[src/rtl/branch_resolve_unit.sv]
// Registered EX-stage branch resolver. It compares the forwarded operands, checks the
// outcome against the fetch prediction, and keeps a 2-bit BHT plus perf counters.
module branch_resolve_unit #(
   parameter int DATA_WIDTH = 32,
   parameter int ADDR_WIDTH = 32,
   parameter int BHT_DEPTH  = 16,
   parameter int CNT_WIDTH  = 32
) (
   input  logic                  clk,
   input  logic                  rstN,
   input  logic                  stall,
   input  logic                  flush,
   input  logic [ADDR_WIDTH-1:0] lookup_pc,
   output logic                  lookup_taken,
   input  logic                  res_valid,
   input  logic                  branch,
   input  logic [2:0]            branchType,
   input  logic [DATA_WIDTH-1:0] read1,
   input  logic [DATA_WIDTH-1:0] read2,
   input  logic                  read1_forward,
   input  logic                  read2_forward,
   input  logic [DATA_WIDTH-1:0] read1_forward_val,
   input  logic [DATA_WIDTH-1:0] read2_forward_val,
   input  logic [ADDR_WIDTH-1:0] res_pc,
   input  logic [ADDR_WIDTH-1:0] res_target,
   input  logic                  res_pred_taken,
   output logic                  out_valid,
   output logic                  taken,
   output logic                  mispredict,
   output logic [ADDR_WIDTH-1:0] redirect_pc,
   output logic                  illegal_type,
   output logic [CNT_WIDTH-1:0]  branch_count,
   output logic [CNT_WIDTH-1:0]  mispredict_count
);
   localparam int IDX_W = $clog2(BHT_DEPTH);

   localparam logic [2:0] F3_BEQ  = 3'b000;
   localparam logic [2:0] F3_BNE  = 3'b001;
   localparam logic [2:0] F3_RSV2 = 3'b010;
   localparam logic [2:0] F3_RSV3 = 3'b011;
   localparam logic [2:0] F3_BLT  = 3'b100;
   localparam logic [2:0] F3_BGE  = 3'b101;
   localparam logic [2:0] F3_BLTU = 3'b110;
   localparam logic [2:0] F3_BGEU = 3'b111;

   logic [DATA_WIDTH-1:0] op1;
   logic [DATA_WIDTH-1:0] op2;
   logic                  cond;
   logic                  capture;
   logic                  taken_next;
   logic                  mispredict_next;
   logic                  illegal_next;
   logic [ADDR_WIDTH-1:0] redirect_next;

   logic                  out_valid_reg;
   logic                  taken_reg;
   logic                  mispredict_reg;
   logic                  illegal_reg;
   logic [ADDR_WIDTH-1:0] redirect_reg;
   logic [CNT_WIDTH-1:0]  branch_cnt_reg;
   logic [CNT_WIDTH-1:0]  mispredict_cnt_reg;

   logic [1:0]            bht_q [BHT_DEPTH];
   logic [IDX_W-1:0]      res_idx;
   logic [IDX_W-1:0]      lookup_idx;
   logic                  bht_update;
   logic                  unused_lookup;

   assign op1 = read1_forward ? read1_forward_val : read1;
   assign op2 = read2_forward ? read2_forward_val : read2;

   always_comb begin
      cond         = 1'b0;
      illegal_next = 1'b0;
      if (branch) begin
         case (branchType)
            F3_BEQ:           cond = (op1 == op2);
            F3_BNE:           cond = (op1 != op2);
            F3_BLT:           cond = ($signed(op1) < $signed(op2));
            F3_BGE:           cond = ($signed(op1) >= $signed(op2));
            F3_BLTU:          cond = (op1 < op2);
            F3_BGEU:          cond = (op1 >= op2);
            F3_RSV2, F3_RSV3: illegal_next = 1'b1;
            default:          cond = 1'b0;
         endcase
      end
   end

   // cond is already forced low for non-branches, so it doubles as the taken outcome.
   assign capture         = res_valid & ~stall & ~flush;
   assign taken_next      = branch & cond;
   assign mispredict_next = branch & (taken_next ^ res_pred_taken);
   assign redirect_next   = taken_next ? res_target : (res_pc + ADDR_WIDTH'(4));

   always_ff @(posedge clk or negedge rstN) begin
      if (!rstN) begin
         out_valid_reg  <= 1'b0;
         taken_reg      <= 1'b0;
         mispredict_reg <= 1'b0;
         illegal_reg    <= 1'b0;
         redirect_reg   <= '0;
      end else if (flush) begin
         out_valid_reg <= 1'b0;
      end else if (!stall) begin
         out_valid_reg <= res_valid;
         if (res_valid) begin
            taken_reg      <= taken_next;
            mispredict_reg <= mispredict_next;
            illegal_reg    <= illegal_next;
            redirect_reg   <= redirect_next;
         end
      end
   end

   always_ff @(posedge clk or negedge rstN) begin
      if (!rstN) begin
         branch_cnt_reg     <= '0;
         mispredict_cnt_reg <= '0;
      end else begin
         if (capture && branch) begin
            branch_cnt_reg <= branch_cnt_reg + CNT_WIDTH'(1);
         end
         if (capture && mispredict_next) begin
            mispredict_cnt_reg <= mispredict_cnt_reg + CNT_WIDTH'(1);
         end
      end
   end

   assign out_valid        = out_valid_reg;
   assign taken            = taken_reg;
   assign mispredict       = mispredict_reg & out_valid_reg;
   assign redirect_pc      = redirect_reg;
   assign illegal_type     = illegal_reg;
   assign branch_count     = branch_cnt_reg;
   assign mispredict_count = mispredict_cnt_reg;

   // Both ports index the BHT by word address; upper PC bits simply alias.
   assign res_idx       = res_pc[IDX_W+1:2];
   assign lookup_idx    = lookup_pc[IDX_W+1:2];
   assign bht_update    = capture & branch & ~illegal_next;
   assign unused_lookup = ^lookup_pc;

   genvar gi;
   generate
      for (gi = 0; gi < BHT_DEPTH; gi++) begin : g_bht
         logic [1:0] ctr_reg;
         logic [1:0] ctr_next;
         logic       hit;

         assign hit = bht_update && (res_idx == IDX_W'(gi));

         always_comb begin
            ctr_next = ctr_reg;
            if (hit) begin
               if (taken_next) begin
                  if (ctr_reg != 2'b11) ctr_next = ctr_reg + 2'b01;
               end else begin
                  if (ctr_reg != 2'b00) ctr_next = ctr_reg - 2'b01;
               end
            end
         end

         always_ff @(posedge clk or negedge rstN) begin
            if (!rstN) ctr_reg <= 2'b01;
            else       ctr_reg <= ctr_next;
         end

         assign bht_q[gi] = ctr_reg;
      end
   endgenerate

   // Lookup reads the current counter; a same-cycle update is not bypassed.
   assign lookup_taken = bht_q[lookup_idx][1];

endmodule

[config.mk]
export PLATFORM = sky130hd
export DESIGN_NAME = branch_resolve_unit
export DESIGN_NICKNAME = d
export VERILOG_FILES = /design/src/rtl/branch_resolve_unit.sv
export SDC_FILE = /design/constraint.sdc
export NUM_CORES = 1
export LEC_CHECK = 0
export CAP_MARGIN = 40
export CORE_MARGIN = 5
export CORE_UTILIZATION = 30
export CTS_BUF_LIST = sky130_fd_sc_hd__clkbuf_2 sky130_fd_sc_hd__clkbuf_4 sky130_fd_sc_hd__clkbuf_8
export CTS_CLUSTER_DIAMETER = 30
export DETAILED_ROUTE_END_ITERATION = 8
export MAX_ROUTING_LAYER = met4
export PLACE_DENSITY = 0.67
export SLEW_MARGIN = 20
export SYNTH_ARGS = -nofsm -noshare
export SYNTH_HDL_FRONTEND = slang
export SYNTH_SLANG_ARGS = --single-unit
export TNS_END_PERCENT = 100
[constraint.sdc]
create_clock -name clk -period 2.8 [get_ports clk]
set_clock_uncertainty 0.15 [all_clocks]
set_input_delay 0.42 -clock clk [delete_from_list [all_inputs] [get_ports clk]]
set_output_delay 0.42 -clock clk [all_outputs]
set_load 0.05 [all_outputs]
==> metrics.txt, run 1 <==
power per cell area 442 nW/um2; Worst EP required 2970 ps; global-route usage over all layers 19.7%; commonest cells after routing, fill and taps aside 278 x clkdlybuf4s50_1, 116 x dfrtp_1, 102 x buf_4; Vias 8286; unrepaired setup endpoints after global routing yes; crit path max-delay cell type or4_4; Cell Chain, Critical Path clkdlybuf4s50_1 -> mux2_4 -> ha_4 -> nand4_1 -> or4_4 -> o211ai_2 -> a21oi_2 -> or4_4 -> a21boi_4 -> buf_12 -> buf_6 -> mux2i_1 -> a21oi_1; Core Rows 61; DR vias/cell 4.86; Final Hold Viols 0; post-synthesis cell area between 8000 and 9000 um2; max frequency 284 MHz; Initial Util 30.3%; leak pwr around 0.0060 uW; Post-synth top flop dfrtp_1; port bufs between 300 and 400; root buf cell clkbuf_8; Int Pwr 3930 uW; die width ~180 um; worst hold margin 320 ps; die area about 31000 um2; Post-Syn Area per Cell 9.44 um2; flops & latches, synth 132; routed wire length 30100 um; CTS Buf Count 17; Critical Path Max Stage Delay 560 ps; post-route ant nets 0; final core occ 51.3%; final setup margin -726 ps; worst hold path type reg -> reg; Sw Pwr roughly 2400 uW; failing checks setup timing; CP arrival between 3000 and 4000 ps; r2r setup slk 320 ps; Post-Syn Nets 1164; GRT overflow 0; clock power share a little over a quarter; Worst-path clk slew 100 ps; CP Max Fanout 8; maximum clock path buffer count 2; initial antenna violation count 0; clk_lat worst skew 450 ps; post-layout power 6290 uW; Placer Congestion 0.872; vias in the first global route 8733; Worst-Margin Slew between 600 and 700 ps; pre-CTS WS -1420 ps; share of cells above drive strength 1 24.6%; worst vdd ir 0.369 mV; Seq pwr share between 30% and 40%; asr flop ratio synth 100%; WS Path Type in -> reg; n_diodes 0; status finished, violations left; Crit path top cell by count or4_4; Final Max Tran Viols 0; number of enable flip-flop cells after synthesis 0; max-slew headroom at the worst pin roughly 59%; max cap viols 0; worst hold stages 1; final setup fails 98; core area 27700 um2; I/O pin cnt 337; most common cell after layout, fill and taps aside clkdlybuf4s50_1; fin crit period 3530 ps; DRT Pass-1 Iters 5; H-tree Lvls 4; warnings from Yosys 0; cells after synthesis 890; CTS sink cnt 132; CTS tree built; filler instances 2548; Hold Path Sink branch_count[31]; Hold Startpoint branch_count[31]; wire length per cell 17.7 um; combinational power share 37.6%; register area share after synthesis between 30% and 40%; Critical Path Sink Type register; R2R Path End mispredict_count[31]; # DRC 0; CP Buf/Inv Count 3; Die Y 177 um; Worst R2R Path Depth 8; cell family with most CP delay simple AND/OR/NAND/NOR gates; Total Nets Final roughly 1600; Area Growth Syn to Fin 69.2%; Unique masters post-synth between 50 and 60; drt initial violations a little over 400; first-pass GRT wire length 47100 um; HPWL Detailed 23100 um; r2r startpoint mispredict_count[10]; largest net degree at the start of global routing 66; crit share post-route 126%; Startpoint Class input port; sw frac 37.4%
worst max path at each step:
stage	from	end	slack [ps]	cells past startpoint
global placement	read1_forward_val[22]	redirect_pc[0]	-1340	13
finish	read1[20]	redirect_pc[0]	-730	13
CTS	read1_forward	redirect_pc[0]	-700	15
global route	read1_forward	redirect_pc[0]	-860	15
floorplan	read1_forward	redirect_pc[2]	-1140	15
detailed placement	read1_forward_val[22]	redirect_pc[0]	-1420	13
timing repair:
action | CTS | global route
pin swaps | 57 | 16
buffers inserted | 23 | 2
setup endpoints to repair | 99 | 100
cloned | 6 | 0
hold endpoints to repair | 57 | 0
resized for setup | 128 | 20
hold buffers | 1 | 0
Yosys cell counts, drive strengths merged, types with 8 or more instances:
cell	number	share of area (%)
mux2	39	5.2
a31oi	16	1.2
clkbuf	26	1.2
a21oi	54	3.2
a21boi	8	0.85
xor2	35	3.6
dfstp	16	5.0
nand3	39	2.4
xnor2	53	5.5
ha	38	5.7
inv	22	0.98
buf	15	1.1
and3	23	1.7
nor2	52	2.3
and4	15	1.6
maj3	9	1.1
nand4	26	2.0
nand2	99	4.4
mux2i	40	4.8
dfrtp	116	35
o21ai	95	5.7
cell type report:
type	count	area (um2)	share of cell area, %
multi-input cells	695	5580	39.2
repair buffers	445	4370	30.7
well taps	378	473	3.33
clock inverters	15	166	1.17
flip-flops and latches	132	3320	23.4
clock buffers	17	234	1.64
inverters	22	82.6	0.581
metrics by stage:
step	instance area, um2	setup TNS [ps]	std cells
final	14200	-62830	1704
after global routing	14200	-75170	1704
after CTS	14200	-58640	1704
after detailed placement	13100	-131590	1644
after global placement	13100	-124880	1644
after floorplan	8860	-92210	890
power groups by stage:
stage                     combinational, uW  sequential, uW  clock, uW
final                                  2360            2250       1680
after global routing                   2530            2270       1820
after floorplan                         670            2760          0
after CTS                              2370            2250       1740
after global placement                 2150            2270          0
after detailed placement               2180            2280          0
cells by family after synthesis:
group / share of synthesized area [%]
compound gates: 12.9
xor+xnor: 9.17
fa+ha+maj: 6.73
buf+inv: 3.23
flops: 39.5
mux: 11.3
simple gates: 17.1
metal layers:
metal	up-vias	global-route usage, %	part of all wire (%)	wire, um
met4	0	3.74	1.4	409
met5	-	-	0	0
met3	21	4.99	6.0	1820
met1	3997	24.7	44	13100
met2	222	32.6	49	14700
li1	4046	-	-	-
(Power assumes the default switching activity.)
==> run 2: changes to the inputs <==
--- a/config.mk
+++ b/config.mk
@@ -5,6 +5,7 @@
 export SDC_FILE = /design/constraint.sdc
 export NUM_CORES = 1
 export LEC_CHECK = 0
+export ABC_AREA = 1
 export CAP_MARGIN = 40
 export CORE_MARGIN = 5
 export CORE_UTILIZATION = 30
@@ -12,7 +13,7 @@
 export CTS_CLUSTER_DIAMETER = 30
 export DETAILED_ROUTE_END_ITERATION = 8
 export MAX_ROUTING_LAYER = met4
-export PLACE_DENSITY = 0.67
+export PLACE_DENSITY = 0.65
 export SLEW_MARGIN = 20
 export SYNTH_ARGS = -nofsm -noshare
 export SYNTH_HDL_FRONTEND = slang
==> run 2 against run 1 <==
The run still ends with setup timing left. Power up 7.5%. Synthesized cell count is 49% higher. Count of clock-buffer cells in the layout increased by 3. Routed wire length increased by 22%. Via count rose by 26%. Worst hold slack gained 0.98 ps. Sequential share of layout area fell by 1.8 points. Cell count increased by 24%. Die area is 14% higher. Critical path depth up 6. Critical path type unchanged. Largest power group unchanged.
==> metrics.txt, run 2 <==
Register Area 3320 um2; core area between 30000 and 40000 um2; status finished, violations left; post-route ant nets 0; filler instances 3008; R2R Path End mispredict_count[31]; post-synthesis cell area about 9600 um2; DRT Pass-1 Iters 5; Initial Util 30.4%; GRT overflow 0; first-pass GRT wire length 54800 um; power per cell area 438 nW/um2; final setup margin -56.8 ps; maximum clock path buffer count 2; CTS sink cnt 132; CP Max Fanout 8; r2r setup slk 460 ps; CP endpoint mispredict_count[11]; Post-synth top flop dfrtp_1; number of enable flip-flop cells after synthesis 0; Worst-path clk slew 80 ps; final setup fails between 40 and 50; drt initial violations around 600; pre-CTS WS -978 ps; synth cell count leaders 420 x nand2_1, 141 x nand3_1, 124 x inv_1, 116 x dfrtp_1, 77 x nor2_1; post-layout power 6760 uW; setup tns final -972 ps; vias in the first global route 10300; Synth top area share between 30% and 40%; die width 189 um; port bufs 308; crit share post-route 102%; CTS Buf Count 17; DR vias/cell 4.94; Worst EP required 3040 ps; CTS tree built; Final Hold Viols 0; final core occ 48.8%; global-route usage over all layers about a fifth; Placer Congestion 0.874; fin crit period 2860 ps; cells after synthesis 1325; die area around 36000 um2; flops & latches, synth 132; worst hold stages 2; Vias 10400; routed wire length between 30000 and 40000 um; unrepaired setup endpoints after global routing yes; # DRC 0; largest net degree at the start of global routing 53; max-slew headroom at the worst pin 58.2%; Core Rows 65; HPWL Detailed 26600 um; Post-Syn Nets 1599; share of cells above drive strength 1 18.8%; Critical Path Sink Type register; H-tree Lvls 4; warnings from Yosys 0; wire length per cell 17.4 um; Worst-Margin Slew about 630 ps; WS Path Type in -> reg; Area Growth Syn to Fin 60.3%; asr flop ratio synth between 90% and 100%; root buf cell clkbuf_8; max cap viols 0; register area share after synthesis 34.5%; max frequency 350 MHz; r2r startpoint mispredict_count[0]; beginning of the critical path read1[25]; failing checks setup timing; most common cell in the netlist nand2_1; CP arrival 3100 ps; top post-synthesis cells by area dfrtp_1 30%, nand2_1 16%, nand3_1 7.3%, xor2_1 5.2%, ha_1 4.9%; clk_lat worst skew about 470 ps; worst vdd ir 0.301 mV; Unique masters post-synth 40; Worst R2R Path Depth 12; Final Max Tran Viols 0; most common cell after layout, fill and taps aside nand2_1; I/O pin cnt between 300 and 400; initial antenna violation count 1; commonest cells after routing, fill and taps aside 374 x nand2_1, 267 x clkdlybuf4s50_1, 124 x nand3_1; worst hold margin 321 ps; Total Nets Final 1967; leak pwr 0.00742 uW; Yosys top cell by area dfrtp_1; Startpoint Class input port; Post-Syn Area per Cell 7.26 um2; area of the multi-input gates about 6400 um2; worst hold path type reg -> reg; Die Y between 150 and 200 um
-- run 2: cells by family (layout without fill, tap and decap cells) --
logic type | after synthesis | in the layout | share of synthesized area [%]
compound gates | 85 | 85 | 4.63
buf+inv | 173 | 554 | 7.19
fa+ha+maj | 38 | 38 | 4.94
other cells | 0 | 1 | 0
simple gates | 753 | 753 | 34.4
mux | 64 | 64 | 7.07
xor+xnor | 80 | 80 | 7.28
flops | 132 | 132 | 34.5
-- run 2: power breakdown --
| part | leakage (uW) | internal (uW) | switching, uW |
|---|---|---|---|
| combinational | 0.00549 | 1060 | 1430 |
| clock | 0.000240 | 1200 | 844 |
| sequential | 0.00170 | 2080 | 143 |
| total | 0.00742 | 4340 | 2420 |
-- run 2: how the worst min path moves through the flow --
stage | slack, ps | from | to
floorplan | -30 | rstN | branch_count[0]
global placement | 260 | rstN | redirect_pc[5]
detailed placement | 260 | rstN | redirect_pc[5]
CTS | 310 | branch | branch_count[5]
global route | 350 | redirect_pc[3] | redirect_pc[3]
finish | 320 | redirect_pc[28] | redirect_pc[28]
-- run 2: metal layers --
| metal | track usage [%] | up-vias | part of all wire, % | wire (um) |
|---|---|---|---|---|
| met4 | 4.34 | 0 | 2.1 | 769 |
| met1 | 24.4 | 4976 | 43 | 15700 |
| li1 | - | 5058 | - | - |
| met2 | 32.3 | 339 | 49 | 18100 |
| met3 | 4.13 | 52 | 5.8 | 2150 |
| met5 | - | - | 0 | 0 |
-- run 2: critical path, stage by stage --
cell             delay, ps
clkdlybuf4s50_1        420
mux2_4                 300
ha_4                   230
a21oi_2                160
o21ai_1                110
nand2_1                 80
nand2_1                 70
a21oi_4                180
nand2_2                 80
nand2_2                100
nand3_2                 70
nand2_2                 90
nand3_4                150
nand2_2                120
nand2_4                100
nand2_8                120
clkbuf_16              190
nand2_4                 40
nand2_1                 60
-- run 2: timing repair --
action / in CTS / in global routing
hold endpoints to repair: 35 / 0
hold buffers: 1 / 0
cloned: 2 / 10
setup buffers: 0 / 3
pin swaps: 3 / 66
setup endpoints to repair: 98 / 98
resized for setup: 17 / 208
-- run 2: metrics by stage --
stage	area, um2	instances
after global placement	13800	2061
after CTS	14400	2096
after floorplan	9880	1325
final	15400	2109
after global routing	15400	2109
after detailed placement	13800	2061
-- run 2: layout make-up --
type,count,share of cell area [%]
repair buffers,396,27.1
inverters,126,3.15
diodes,1,0.0162
clock buffers,20,1.70
clock inverters,12,1.49
well taps,402,3.26
flip-flops and latches,132,21.5
multi-input cells,1020,41.7
